--- src/rtl/seg_scan_decoder.sv ---
// Observer for the multiplexed 4-digit 7-segment scan bus.
// It rebuilds the 16-bit hex value from settled digit windows, or reports an all-dash blanked display.
module seg_scan_decoder #(
   parameter int unsigned SETTLE = 16
) (
   input  logic        clk,
   input  logic        reset,
   input  logic [3:0]  an,
   input  logic [6:0]  seg,
   output logic [15:0] num,
   output logic        disp_en,
   output logic        frame_valid,
   output logic        frame_err
);

   typedef enum logic [0:0] {HUNT = 1'b0, COLLECT = 1'b1} state_e;

   localparam logic [7:0] SETTLE_C = 8'(SETTLE);

   // Returns {bad, dash, nibble} for an active-low segment pattern
   function automatic logic [5:0] seg_decode(input logic [6:0] p);
      case (p)
         7'h40:   seg_decode = {2'b00, 4'h0};
         7'h79:   seg_decode = {2'b00, 4'h1};
         7'h24:   seg_decode = {2'b00, 4'h2};
         7'h30:   seg_decode = {2'b00, 4'h3};
         7'h19:   seg_decode = {2'b00, 4'h4};
         7'h12:   seg_decode = {2'b00, 4'h5};
         7'h02:   seg_decode = {2'b00, 4'h6};
         7'h78:   seg_decode = {2'b00, 4'h7};
         7'h00:   seg_decode = {2'b00, 4'h8};
         7'h10:   seg_decode = {2'b00, 4'h9};
         7'h08:   seg_decode = {2'b00, 4'hA};
         7'h03:   seg_decode = {2'b00, 4'hB};
         7'h27:   seg_decode = {2'b00, 4'hC};
         7'h21:   seg_decode = {2'b00, 4'hD};
         7'h06:   seg_decode = {2'b00, 4'hE};
         7'h0E:   seg_decode = {2'b00, 4'hF};
         7'h3F:   seg_decode = {2'b01, 4'h0};
         default: seg_decode = {2'b10, 4'h0};
      endcase
   endfunction

   logic [3:0]  an_m_q, an_s_q;
   logic [6:0]  seg_m_q, seg_s_q;
   logic [10:0] s_prev_q;
   logic [7:0]  r_q, r_d;
   logic        sample_q, sample_d;
   logic        onehot_s, changed_s;

   // Synchronizer, previous-word history and stability counter
   always_ff @(posedge clk) begin
      if (reset) begin
         an_m_q   <= 4'hF;
         an_s_q   <= 4'hF;
         seg_m_q  <= 7'h7F;
         seg_s_q  <= 7'h7F;
         s_prev_q <= 11'h7FF;
         r_q      <= 8'd0;
         sample_q <= 1'b0;
      end else begin
         an_m_q   <= an;
         an_s_q   <= an_m_q;
         seg_m_q  <= seg;
         seg_s_q  <= seg_m_q;
         s_prev_q <= {an_s_q, seg_s_q};
         r_q      <= r_d;
         sample_q <= sample_d;
      end
   end

   // Counter next state; a sample fires only on the first arrival at SETTLE
   always_comb begin
      onehot_s  = (an_s_q == 4'b1110) || (an_s_q == 4'b1101) ||
                  (an_s_q == 4'b1011) || (an_s_q == 4'b0111);
      changed_s = ({an_s_q, seg_s_q} != s_prev_q);
      r_d       = r_q;
      if (changed_s || !onehot_s) begin
         r_d = 8'd0;
      end else if (r_q < SETTLE_C) begin
         r_d = r_q + 8'd1;
      end else begin
         r_d = r_q;
      end
      sample_d = (r_d == SETTLE_C) && (r_q != SETTLE_C);
   end

   // s_prev_q holds the settled word during the sample cycle
   logic [1:0] idx_s;
   logic [5:0] dec_s;

   // Anode to digit index and segment decode of the settled word
   always_comb begin
      dec_s = seg_decode(s_prev_q[6:0]);
      case (s_prev_q[10:7])
         4'b1110: idx_s = 2'd0;
         4'b1101: idx_s = 2'd1;
         4'b1011: idx_s = 2'd2;
         4'b0111: idx_s = 2'd3;
         default: idx_s = 2'd0;
      endcase
   end

   state_e      state_q, state_d;
   logic [1:0]  nx_q, nx_d;
   logic [15:0] shadow_q, shadow_d;
   logic [3:0]  dash_q, dash_d;
   logic        bad_q, bad_d;
   logic [15:0] num_q, num_d;
   logic        disp_en_q, disp_en_d;
   logic        valid_q, valid_d;
   logic        err_q, err_d;

   // Frame state and registered outputs
   always_ff @(posedge clk) begin
      if (reset) begin
         state_q   <= HUNT;
         nx_q      <= 2'd0;
         shadow_q  <= 16'h0000;
         dash_q    <= 4'h0;
         bad_q     <= 1'b0;
         num_q     <= 16'h0000;
         disp_en_q <= 1'b0;
         valid_q   <= 1'b0;
         err_q     <= 1'b0;
      end else begin
         state_q   <= state_d;
         nx_q      <= nx_d;
         shadow_q  <= shadow_d;
         dash_q    <= dash_d;
         bad_q     <= bad_d;
         num_q     <= num_d;
         disp_en_q <= disp_en_d;
         valid_q   <= valid_d;
         err_q     <= err_d;
      end
   end

   // Frame assembly: digit 0 always (re)starts, in-order digits accumulate, digit 3 publishes
   always_comb begin
      state_d   = state_q;
      nx_d      = nx_q;
      shadow_d  = shadow_q;
      dash_d    = dash_q;
      bad_d     = bad_q;
      num_d     = num_q;
      disp_en_d = disp_en_q;
      valid_d   = 1'b0;
      err_d     = 1'b0;
      if (sample_q && (idx_s == 2'd0)) begin
         shadow_d = {12'h000, dec_s[3:0]};
         dash_d   = {3'b000, dec_s[4]};
         bad_d    = dec_s[5];
         nx_d     = 2'd1;
         state_d  = COLLECT;
      end else if (sample_q) begin
         case (state_q)
            HUNT: begin
               state_d = HUNT;
            end
            COLLECT: begin
               if (idx_s == nx_q) begin
                  shadow_d[{idx_s, 2'b00} +: 4] = dec_s[3:0];
                  dash_d[idx_s]                 = dec_s[4];
                  bad_d                         = bad_q | dec_s[5];
                  if (nx_q == 2'd3) begin
                     state_d = HUNT;
                     if (!bad_d && (dash_d == 4'h0)) begin
                        num_d     = shadow_d;
                        disp_en_d = 1'b1;
                        valid_d   = 1'b1;
                     end else if (!bad_d && (dash_d == 4'hF)) begin
                        num_d     = 16'h0000;
                        disp_en_d = 1'b0;
                        valid_d   = 1'b1;
                     end else begin
                        err_d = 1'b1;
                     end
                  end else begin
                     nx_d = nx_q + 2'd1;
                  end
               end else begin
                  err_d   = 1'b1;
                  state_d = HUNT;
               end
            end
            default: begin
               state_d = HUNT;
            end
         endcase
      end else begin
         state_d = state_q;
      end
   end

   assign num         = num_q;
   assign disp_en     = disp_en_q;
   assign frame_valid = valid_q;
   assign frame_err   = err_q;

endmodule
--- config.mk ---
export PLATFORM = sky130hd
export DESIGN_NAME = seg_scan_decoder
export DESIGN_NICKNAME = d
export VERILOG_FILES = /design/src/rtl/seg_scan_decoder.sv
export SDC_FILE = /design/constraint.sdc
export NUM_CORES = 1
export LEC_CHECK = 0
export CAP_MARGIN = 5
export CORE_ASPECT_RATIO = 2
export CORE_UTILIZATION = 46
export CTS_BUF_LIST = sky130_fd_sc_hd__clkbuf_16
export DETAILED_ROUTE_END_ITERATION = 10
export PLACE_DENSITY = 0.66
export SKIP_LAST_GASP = 1
export SYNTH_ARGS = -nofsm -noshare
export SYNTH_HDL_FRONTEND = slang
export SYNTH_SLANG_ARGS = --single-unit
--- constraint.sdc ---
create_clock -name clk -period 3.6 [get_ports clk]
set_input_delay 0.72 -clock clk [delete_from_list [all_inputs] [get_ports clk]]
set_output_delay 0.72 -clock clk [all_outputs]
set_load 0.01 [all_outputs]
After elaboration in Yosys (flattened, before gate mapping)

Cells that the tools add are included.

Reductions and logical operators: 26
Bitwise logic cells: 6
Shifts and indexed selects: 2
$add $sub $neg: 3
Muxes and demuxes: 40
Equality and inequality tests: 30
Order comparisons: 3

Operator list:

| cell                                                  | count |
|---|---|
| case mux 6 bit (17 select lines)                      | 1 |
| equality test 7 x 6 -> 1 bit (second input constant)  | 5 |
| 2-to-1 mux 16 bit                                     | 2 |
| 2-to-1 mux 1 bit                                      | 26 |
| equality test 4 bit (second input constant)           | 6 |
| equality test 7 x 5 -> 1 bit (second input constant)  | 3 |
| equality test 7 bit (second input constant)           | 3 |
| bitwise mux 16 bit                                    | 1 |
| 2-to-1 mux 4 bit                                      | 4 |
| 2-to-1 mux 8 bit                                      | 2 |
| variable shift 4 x 6 -> 16 bit (first input constant) | 1 |
| indexed part select 4 x 6 -> 16 bit                   | 1 |
| equality test 7 x 2 -> 1 bit (second input constant)  | 2 |
| equality test 7 x 4 -> 1 bit (second input constant)  | 2 |
| != test 11 bit                                        | 1 |
| adder 8 x 1 -> 8 bit (second input constant)          | 1 |
| equality test 4 x 3 -> 1 bit (second input constant)  | 2 |
| equality test 8 x 5 -> 1 bit (second input constant)  | 1 |
| < comparator 8 x 5 -> 1 bit (second input constant)   | 1 |
| != test 8 x 5 -> 1 bit (second input constant)        | 1 |
| AND reduction 4 bit                                   | 2 |
| nonzero test 2 bit                                    | 4 |
| equality test 7 x 3 -> 1 bit (second input constant)  | 1 |
| zero test 7 bit                                       | 1 |
| 23 further kinds                                      | 36 |

Word-level logic and storage cells: 129
Register bits after elaboration: 85
Input port bits: 13

Depth between registers and ports, before layout

Depth in word-level cells: 13
Mapped depth: 13

Worst setup path before layout

Ideal clock, no wire load.

Path type: register -> register
Start point: reg s_prev_q[10]
End point: reg num_q[9] (netlist: num[9])
Stages on the path, launching flop included: 14
Period minus slack after synthesis: 2678 ps
Arrival: 2561 ps
Required time: 3483 ps
Library setup time: 117 ps
Setup slack: 922 ps
Path through: dfxtp_1 > buf_6 > xor2_1 > nand3_1 > inv_1 > ha_1 > inv_1 > a22o_1 > a211oi_1 > nor3_1 > o41a_1 > buf_6 > buf_8 > a22o_1

Longest elaborated chain between the ends: 11

Ends and longest elaborated chain:

| what                                                                                                            | RTL line | text |
|---|---|---|
| start, declared                                                                                                 | 46       | `logic [10:0] s_prev_q;` |
| start signal, assigned                                                                                          | 66       | `s_prev_q <= {an_s_q, seg_s_q};` |
| equality test 4 x 3 -> 1 bit or equality test 4 bit (tied branches)                                             | 95       | `case (s_prev_q[10:7])` |
| case mux 2 bit (3 select lines) (*)                                                                             | 95       |  |
| < comparator 2 x 3 -> 1 bit (implied by the code) or greater-or-equal comparator 2 x 1 -> 1 bit (tied branches) | 164      | `dash_d[idx_s] = dec_s[4];` |
| logical AND 1 bit (implied by the code)                                                                         | 164      |  |
| 2-to-1 mux 1 bit (implied by the code)                                                                          | 164      |  |
| demux 1 bit (select 2 bit)                                                                                      | 164      |  |
| bitwise mux 4 bit                                                                                               | 164      |  |
| equality test 4 bit or zero test 4 bit (tied branches)                                                          | 172, 168 |  |
| logical AND 1 bit, on equally long branches                                                                     | 172, 168 |  |
| nonzero test 2 bit (no line)                                                                                    | -        |  |
| AND reduction 6 bit (no line)                                                                                   | -        |  |
| end signal, assigned                                                                                            | 132      | `num_q <= num_d;` |
| end, declared                                                                                                   | 109      | `logic [15:0] num_q, num_d;` |

Mark *: on every way between the ends. The rest lies on a longest branch, timed or not.
A chain may end at the register's enable or synchronous reset.

Worst setup path after layout

Start point: reg s_prev_q[10]
End point: reg num_q[10] (netlist: num[10])

The elaborated chain is that of the path after synthesis.

==> out/metrics.csv <==
metric,value,unit
grt_overflow_total,0,
synthFlopType,dfxtp_1,
syn-num-nets,431,
rsz0062_at_grt,no,
met2_usage,39.14,%
whs,0.4061,ns
peakVddDrop,0.3204,mV
viasPerCell,5.579,
hold_class,flop to flop,
syn_inst,411,
synth-edff-count,0,
crit_path_top_delay_cell,o41a_1,
cp_max_fo,17,
path_cells,xor2_1 > nand3_1 > inv_1 > ha_1 > inv_1 > a22o_1 > a211oi_1 > nor3_1 > o41a_1 > a22o_1,
ys_ff_latch,85,
switching_share,21.53,%
pwr-share-comb,5.0,%
drc_errors,0,
root_buffer,clkbuf_16,
fin_skew,0.007345,ns
crit_family,compound AO/OA/AOI/OAI gates,
nets,458,
grt_use_met1,20.90,%
die_x,66,µm
arrival,3.48,ns
core_area,0.007943,mm²
async_reset_ff_share,0,%
gp_congestion,0.9177,
netlist_area,0.003769,mm²
io-pin-count,32,
synth_area_leaders,"dfxtp_1 45%, or2_2 5.3%, a22o_1 4.4%",
p_int,1.528,mW
busiest_layer,met2,
p_switching,419.2,µW
power.static_leakage,1.644,nW
cts_tree,yes,
cts_buffer_depth,2,
end_kind,flop,
outcome,finished clean,
ys_seq_area_share,45.15,%
cts_resized,0,
avgSynthCellArea,9.169,µm²
ant_nets,0,
postCtsSetupRepairBufs,0,
diodes,0,
cp_data_required_time,3.83,ns
row_count,46,
startpoint_type,flop,
hold_viol,0,
tightest_slew,0.9404,ns
grt_max_degree,33,
maxCapViolCount,0,
fin_crit_sh,90.29,%
critPathMaxStageDelay,0.65,ns
power_density,440.5,mW/mm²
setup_viol,0,
first_iter_violations,149,
max_freq,307.7,MHz
crit_buf_inv,2,
tns,0,ns
pwr-share-clk,45.1,%
power,1.948,mW
dp_hpwl,5902,µm
routedWlPerCell,14.86,µm
syn2layout_area_growth,17.33,%
dp_cells,523,
antenna_found_initial,0,
yosysUniqueCellTypes,55,
instances_no_fill,539,
synth_warnings,0,
wl,8011,µm
clkTransAtPathRegs,0.06,ns
clk_latency,0.34,ns
drive_gt1_share,13.54,%
fill_cells,742,
synth_largest_area_cell,dfxtp_1,
critical_path_class,flop to flop,
max_slew_margin,36.82,%
grt_pass1_wl,13620,µm
initial_utilization,47.45,%
grtUsageTotal,21.03,%
num_vias,3007,
finalCriticalPeriod,3.250,ns
htree_levels,3,
clock-sinks,85,
cts_buffers,9,
p_seq_share,49.9,%
hold_buffers,0,
synth_top_area_share,45.15,%
die_h,130.0,µm
grt_pass1_vias,2867,
fp.dieArea,0.008580,mm²
slew_violations,0,
port_buffers,31,
first_pass_iters,5,
use_met3,5.070,%
fin_util,55.67,%
-- power by group through the flow --
| stage | registers (mW) | logic [mW] | clock network [mW] |
|---|---|---|---|
| finish | 0.972 | 0.0974 | 0.878 |
| CTS | 0.972 | 0.0987 | 0.896 |
| detailed placement | 0.993 | 0.0984 | 0 |
| global route | 0.974 | 0.109 | 0.940 |
| global placement | 0.992 | 0.0964 | 0 |
| floorplan | 0.983 | 0.0752 | 0 |
-- cells in the mapped netlist (all sizes together), types with 3 or more instances --
cell type and number:
a211oi 14, a21oi 11, a22o 19, a31oi 3
and2 3, and3 3, buf 7, clkbuf 16
dfxtp 85, ha 7, inv 28, mux2i 5
nand2 23, nand2b 3, nand3 8, nand4 4
nor2 37, nor3 11, nor3b 3, nor4 6
nor4b 6, o211a 3, o21ai 11, o21ba 3
o22ai 15, o2bb2ai 3, o32a 3, or2 32
xnor2 8, xor2 8
-- registers in the layout (all words and copies together), names as in the netlist --
name         flops
frame_err        1
disp_en          1
dash_q           4
state_q          1
bad_q            1
s_prev_q        11
an_m_q           4
frame_valid      1
nx_q             2
num             16
an_s_q           4
seg_m_q          7
sample_q         1
shadow_q        16
r_q              8
seg_s_q          7
-- layout by cell type, fill, tap and decap left out, types with 2 or more instances in the layout --
cell / instances
o2111ai_1: 2
nor4_1: 6
o31ai_1: 2
o32a_1: 3
o211ai_1: 2
o21ai_1: 3
a21o_1: 2
o2bb2ai_1: 3
xnor2_1: 7
xor2_1: 8
a22o_1: 19
clkdlybuf4s50_1: 31
dfxtp_1: 85
o21ai_0: 8
nor3_1: 11
inv_1: 29
clkbuf_16: 9
a31oi_1: 3
nand3_1: 8
nand4_1: 4
ha_1: 7
and3_1: 3
mux2i_1: 5
o22ai_1: 15
buf_4: 8
a211oi_1: 14
or2_2: 32
a21oi_1: 11
o21ba_1: 3
clkinv_2: 4
o211a_1: 3
nand2_1: 23
nor4b_1: 5
nor2_1: 36
nor3b_1: 3
and2_1: 3
nand2b_1: 3
-- metal layers --
layer / vias up / share of wire [%]
li1: 1522 / -
met5: - / 0
met1: 1406 / 39
met2: 64 / 55
met4: 0 / 2.9
met3: 15 / 2.9
-- per-stage QoR --
stage / instance area, µm² / setup WS, ns
2_1_floorplan: 3769 / 0.9219
3_5_place_dp: 4139 / 0.3151
5_1_grt: 4422 / 0.009100
3_3_place_gp: 4139 / 0.4364
6_report: 4422 / 0.3496
4_1_cts: 4422 / 0.2984
-- layout make-up --
type	instances	area (µm²)	share of cell area, %
sequential	85	1702	38.48
tap	96	120.1	2.716
inverter	28	105.1	2.377
clock inverter	7	57.56	1.302
multi-input combinational	275	1842	41.65
clock buffer	9	225.2	5.093
timing repair buffer	39	370.4	8.376
-- cells by family after synthesis --
| logic type | synth area share (%) |
|---|---|
| muxes | 1.627 |
| adders and majority gates | 2.324 |
| DFF | 45.15 |
| and+or+nand+nor | 21.38 |
| AOI/OAI and AO/OA | 19.16 |
| buffers and inverters | 6.142 |
| xor gates and xnor gates | 4.217 |
-- worst paths after layout --
kind	from	to	slack [ns]	cells past startpoint
setup / recovery	s_prev_q[10]$_SDFF_PP1_	num[10]$_SDFFE_PP0P_	0.35	10
hold / removal	seg_m_q[5]$_SDFF_PP1_	seg_s_q[5]$_SDFF_PP1_	0.41	1
setup reg to reg	s_prev_q[10]$_SDFF_PP1_	num[10]$_SDFFE_PP0P_	0.35	10
hold reg to reg	seg_m_q[5]$_SDFF_PP1_	seg_s_q[5]$_SDFF_PP1_	0.41	1
No activity file was read; power rests on OpenSTA's default activity.
==> edit 1, RTL diff (same flow settings) <==
Add an input register stage for `an` and `seg`, cleared by the reset; this delays them by one clock.
--- a/src/rtl/seg_scan_decoder.sv
+++ b/src/rtl/seg_scan_decoder.sv
@@ -16,6 +16,19 @@
    typedef enum logic [0:0] {HUNT = 1'b0, COLLECT = 1'b1} state_e;
 
    localparam logic [7:0] SETTLE_C = 8'(SETTLE);
+
+   logic [3:0] an_q;
+   logic [6:0] seg_q;
+
+   always_ff @(posedge clk) begin
+      if (reset) begin
+         an_q  <= '0;
+         seg_q <= '0;
+      end else begin
+         an_q  <= an;
+         seg_q <= seg;
+      end
+   end
 
    // Returns {bad, dash, nibble} for an active-low segment pattern
    function automatic logic [5:0] seg_decode(input logic [6:0] p);
@@ -59,9 +72,9 @@
          r_q      <= 8'd0;
          sample_q <= 1'b0;
       end else begin
-         an_m_q   <= an;
+         an_m_q   <= an_q;
          an_s_q   <= an_m_q;
-         seg_m_q  <= seg;
+         seg_m_q  <= seg_q;
          seg_s_q  <= seg_m_q;
          s_prev_q <= {an_s_q, seg_s_q};
          r_q      <= r_d;
Check against the original RTL: same outputs for any inputs over 10 cycles, from zero or initial values and one cycle with reset high; that may be too few to reach the edited logic, so the function may still have changed.
==> edit 1 against the original RTL <==
  * First-iteration DRC count shrank 2.7%
  * Sequential cell count grew 11
  * Clock power grew 10%
  * Routed wire length rose by 7.4%
  * Combinational power grew 21%
  * Final area up 9.2%
  * Area after synthesis is 12% higher
  * Setup slack lost 0.012 ns
  * Core utilization decreased by 1.7 points
  * Global-route usage decreased by 1.9 points
  * Total power grew 13%
  * Critical path type unchanged
  * Largest cell class unchanged
  * Largest power group unchanged
  * Highest routed layer unchanged
==> edit 1: results <==
export IMPL_vias=3256
export IMPL_viasPerCell=5.63
export IMPL_synth_area_top_cells="dfxtp_1, or2_2, nor2b_1, a21oi_1, nor2_1"
export IMPL_reg2regPathDepth=9
export IMPL_synth_cells=457
export IMPL_first_pass_iters=4
export IMPL_routedWlPerCell_um=14.9
export IMPL_grt_met2_usage_pct=34.8
export IMPL_comb_power_share_pct=5.4
export IMPL_drive_gt1_share_pct=14.9
export IMPL_first_global_vias=3108
export IMPL_pre_cts_ws_ns=0.314
export IMPL_dp_hpwl_um=6140
export IMPL_worst_pin_slew_ns=0.911
export IMPL_fillers=816
export IMPL_hold_path_end="an_s_q[0]$_SDFF_PP1_"
export IMPL_synth_adder_area_share_pct=2.08
export IMPL_synth_seq_area_share_pct=45.6
export IMPL_synth_compound_area_share_pct=17.7
export IMPL_gp_congestion=0.812
export IMPL_synth_distinct_cells=57
export IMPL_synthXorXnorAreaFrac_pct=3.95
export IMPL_status="finished, final reports clean"
export IMPL_intPower_w=0.00169
export IMPL_ys_top_cells_by_count="dfxtp_1, nor2_1, a21oi_1, or2_2, nor2b_1"
export IMPL_r2r_end="disp_en$_SDFFE_PP0P_"
export IMPL_max_freq_ghz=0.307
export IMPL_seq_power_w=0.00111
export IMPL_muxShareOfSynthArea_pct=0.475
export IMPL_max_stage_delay_ns=0.61
export IMPL_power_leakage_nw=1.74
export IMPL_worst_ir_drop_vdd_mv=0.363
export IMPL_holdWs_ns=0.409
export IMPL_use_met3_pct=3.80
export IMPL_fin_nets=491
export IMPL_grt_pass1_wl_um=14400
export IMPL_syn_num_nets=477
==> edit 1: cell types whose count changed after synthesis, moves of 7 or more <==
| cell | change |
|---|---|
| nor2b_1 | +30 |
| a21oi_1 | +23 |
| a22o_1 | -19 |
| inv_1 | -16 |
| o22ai_1 | -12 |
| dfxtp_1 | +11 |
| o2bb2ai_2 | +9 |
| nor2_1 | +8 |
| xnor2_1 | +7 |
==> edit 1: cell type report <==
class                   instances  area, um^2  share of cell area, %
clock inverters                 7        78.8                   1.63
inverters                      12        45.0                  0.933
repair buffers                 35         340                   7.05
clock buffers                   9         225                   4.66
flip-flops and latches         96        1920                   39.8
well taps                     102         128                   2.64
multi-input cells             317        2090                   43.3
==> edit 1: routing by layer <==
layer	up-vias	part of all wire, %
met5	-	0
met4	0	3.6
met2	59	53
li1	1624	-
met1	1549	41
met3	24	2.8
==> edit 2, RTL diff (same settings) <==
Without the edit above. Change the parameter `SETTLE` from 16 to 12.
--- a/src/rtl/seg_scan_decoder.sv
+++ b/src/rtl/seg_scan_decoder.sv
@@ -1,7 +1,7 @@
 // Observer for the multiplexed 4-digit 7-segment scan bus.
 // It rebuilds the 16-bit hex value from settled digit windows, or reports an all-dash blanked display.
 module seg_scan_decoder #(
-   parameter int unsigned SETTLE = 16
+   parameter int unsigned SETTLE = 12
 ) (
    input  logic        clk,
    input  logic        reset,
Function: same outputs for any inputs over 10 cycles, from zero or initial values and one cycle with reset high; that may be too few to reach the edited logic, so the function may still have changed.
==> edit 2 against the original RTL <==
  * Routed wire length down 3.7%
  * Via count down 2.6%
  * Die area up 3.1%
  * Total power up 0.15%
  * Count of clock-buffer cells in the layout unchanged
  * Setup slack better by 0.082 ns
  * Critical path depth down 1
  * Area after synthesis up 3.1%
  * Critical endpoint is now disp_en$_SDFFE_PP0P_
  * Sequential cell count unchanged
  * Final area up 1.4%
==> edit 2: results <==
export IMPL_fillers=776
export IMPL_skew_ns=0.00411
export IMPL_drive_gt1_share_pct=16.7
export IMPL_pre_cts_ws_ns=0.264
export IMPL_first_pass_iters=4
export IMPL_ys_top_cells_by_count="dfxtp_1, nor2_1, or2_2, a21oi_1, nand2_1"
export IMPL_min_delay_start="seg_m_q[3]$_SDFF_PP1_"
export IMPL_syn_num_nets=443
export IMPL_setup_worst_path_start="s_prev_q[8]$_SDFF_PP1_"
export IMPL_fin_nets=463
export IMPL_critPathSlowestCell="o41a_2"
export IMPL_p_sw_w=0.000419
export IMPL_r2r_start="s_prev_q[8]$_SDFF_PP1_"
export IMPL_pg_comb_w=0.0000903
export IMPL_track_usage_pct=19.8
export IMPL_viasPerCell=5.37
export IMPL_status="finished, final reports clean"
export IMPL_avgSynthCellArea_um2=9.19
export IMPL_gp_congestion=0.821
export IMPL_clock_power_w=0.000888
export IMPL_dpl_cell_count=530
export IMPL_placed_cell_area_um2=4190
export IMPL_max_stage_delay_ns=0.62
export IMPL_dp_hpwl_um=5500
export IMPL_synth_distinct_cells=60
export IMPL_hold_path_end="seg_s_q[3]$_SDFF_PP1_"
export IMPL_routedWlPerCell_um=14.1
export IMPL_power_leakage_nw=1.60
export IMPL_synth_seq_area_share_pct=43.8
export IMPL_routed_wl_um=7720
export IMPL_crit_arrival_ns=3.40
export IMPL_worst_pin_slew_ns=0.739
export IMPL_grt_pass1_wl_um=13300
export IMPL_crit_end="disp_en$_SDFFE_PP0P_"
edit 2: layout make-up:
class,count,area share [%]
multi-input combinational,299,43.9
clock inverter,7,1.51
clock buffer,9,5.03
timing repair buffer,37,7.93
sequential,85,38.0
tap,98,2.74
inverter,11,0.921
edit 2: timing repair:
action / in CTS / in global routing
hold buffers: 0 / 0
endpoints found under the setup margin: 0 / 1
hold endpoints to repair: 0 / 0
gates resized for setup: 0 / 1
edit 2: cell families (layout without fill, tap and decap cells):
group	count (synthesis)	after routing	share of synthesized area, %
AO/OA/AOI/OAI	88	88	17.5
AND/OR/NAND/NOR	183	183	25.8
buffers and inverters	39	64	5.76
flip-flops	85	85	43.8
XOR/XNOR	17	17	3.83
adder cells (fa/ha/maj)	7	7	2.25
multiplexers	4	4	1.06
edit 2: routing by layer:
layer  wire, um  vias up  track usage (%)
met4        249        0             11.0
met5          0        -                0
met1       3310     1362             22.1
met3        173       15             3.98
met2       3980       38             33.4
li1           -     1515                -
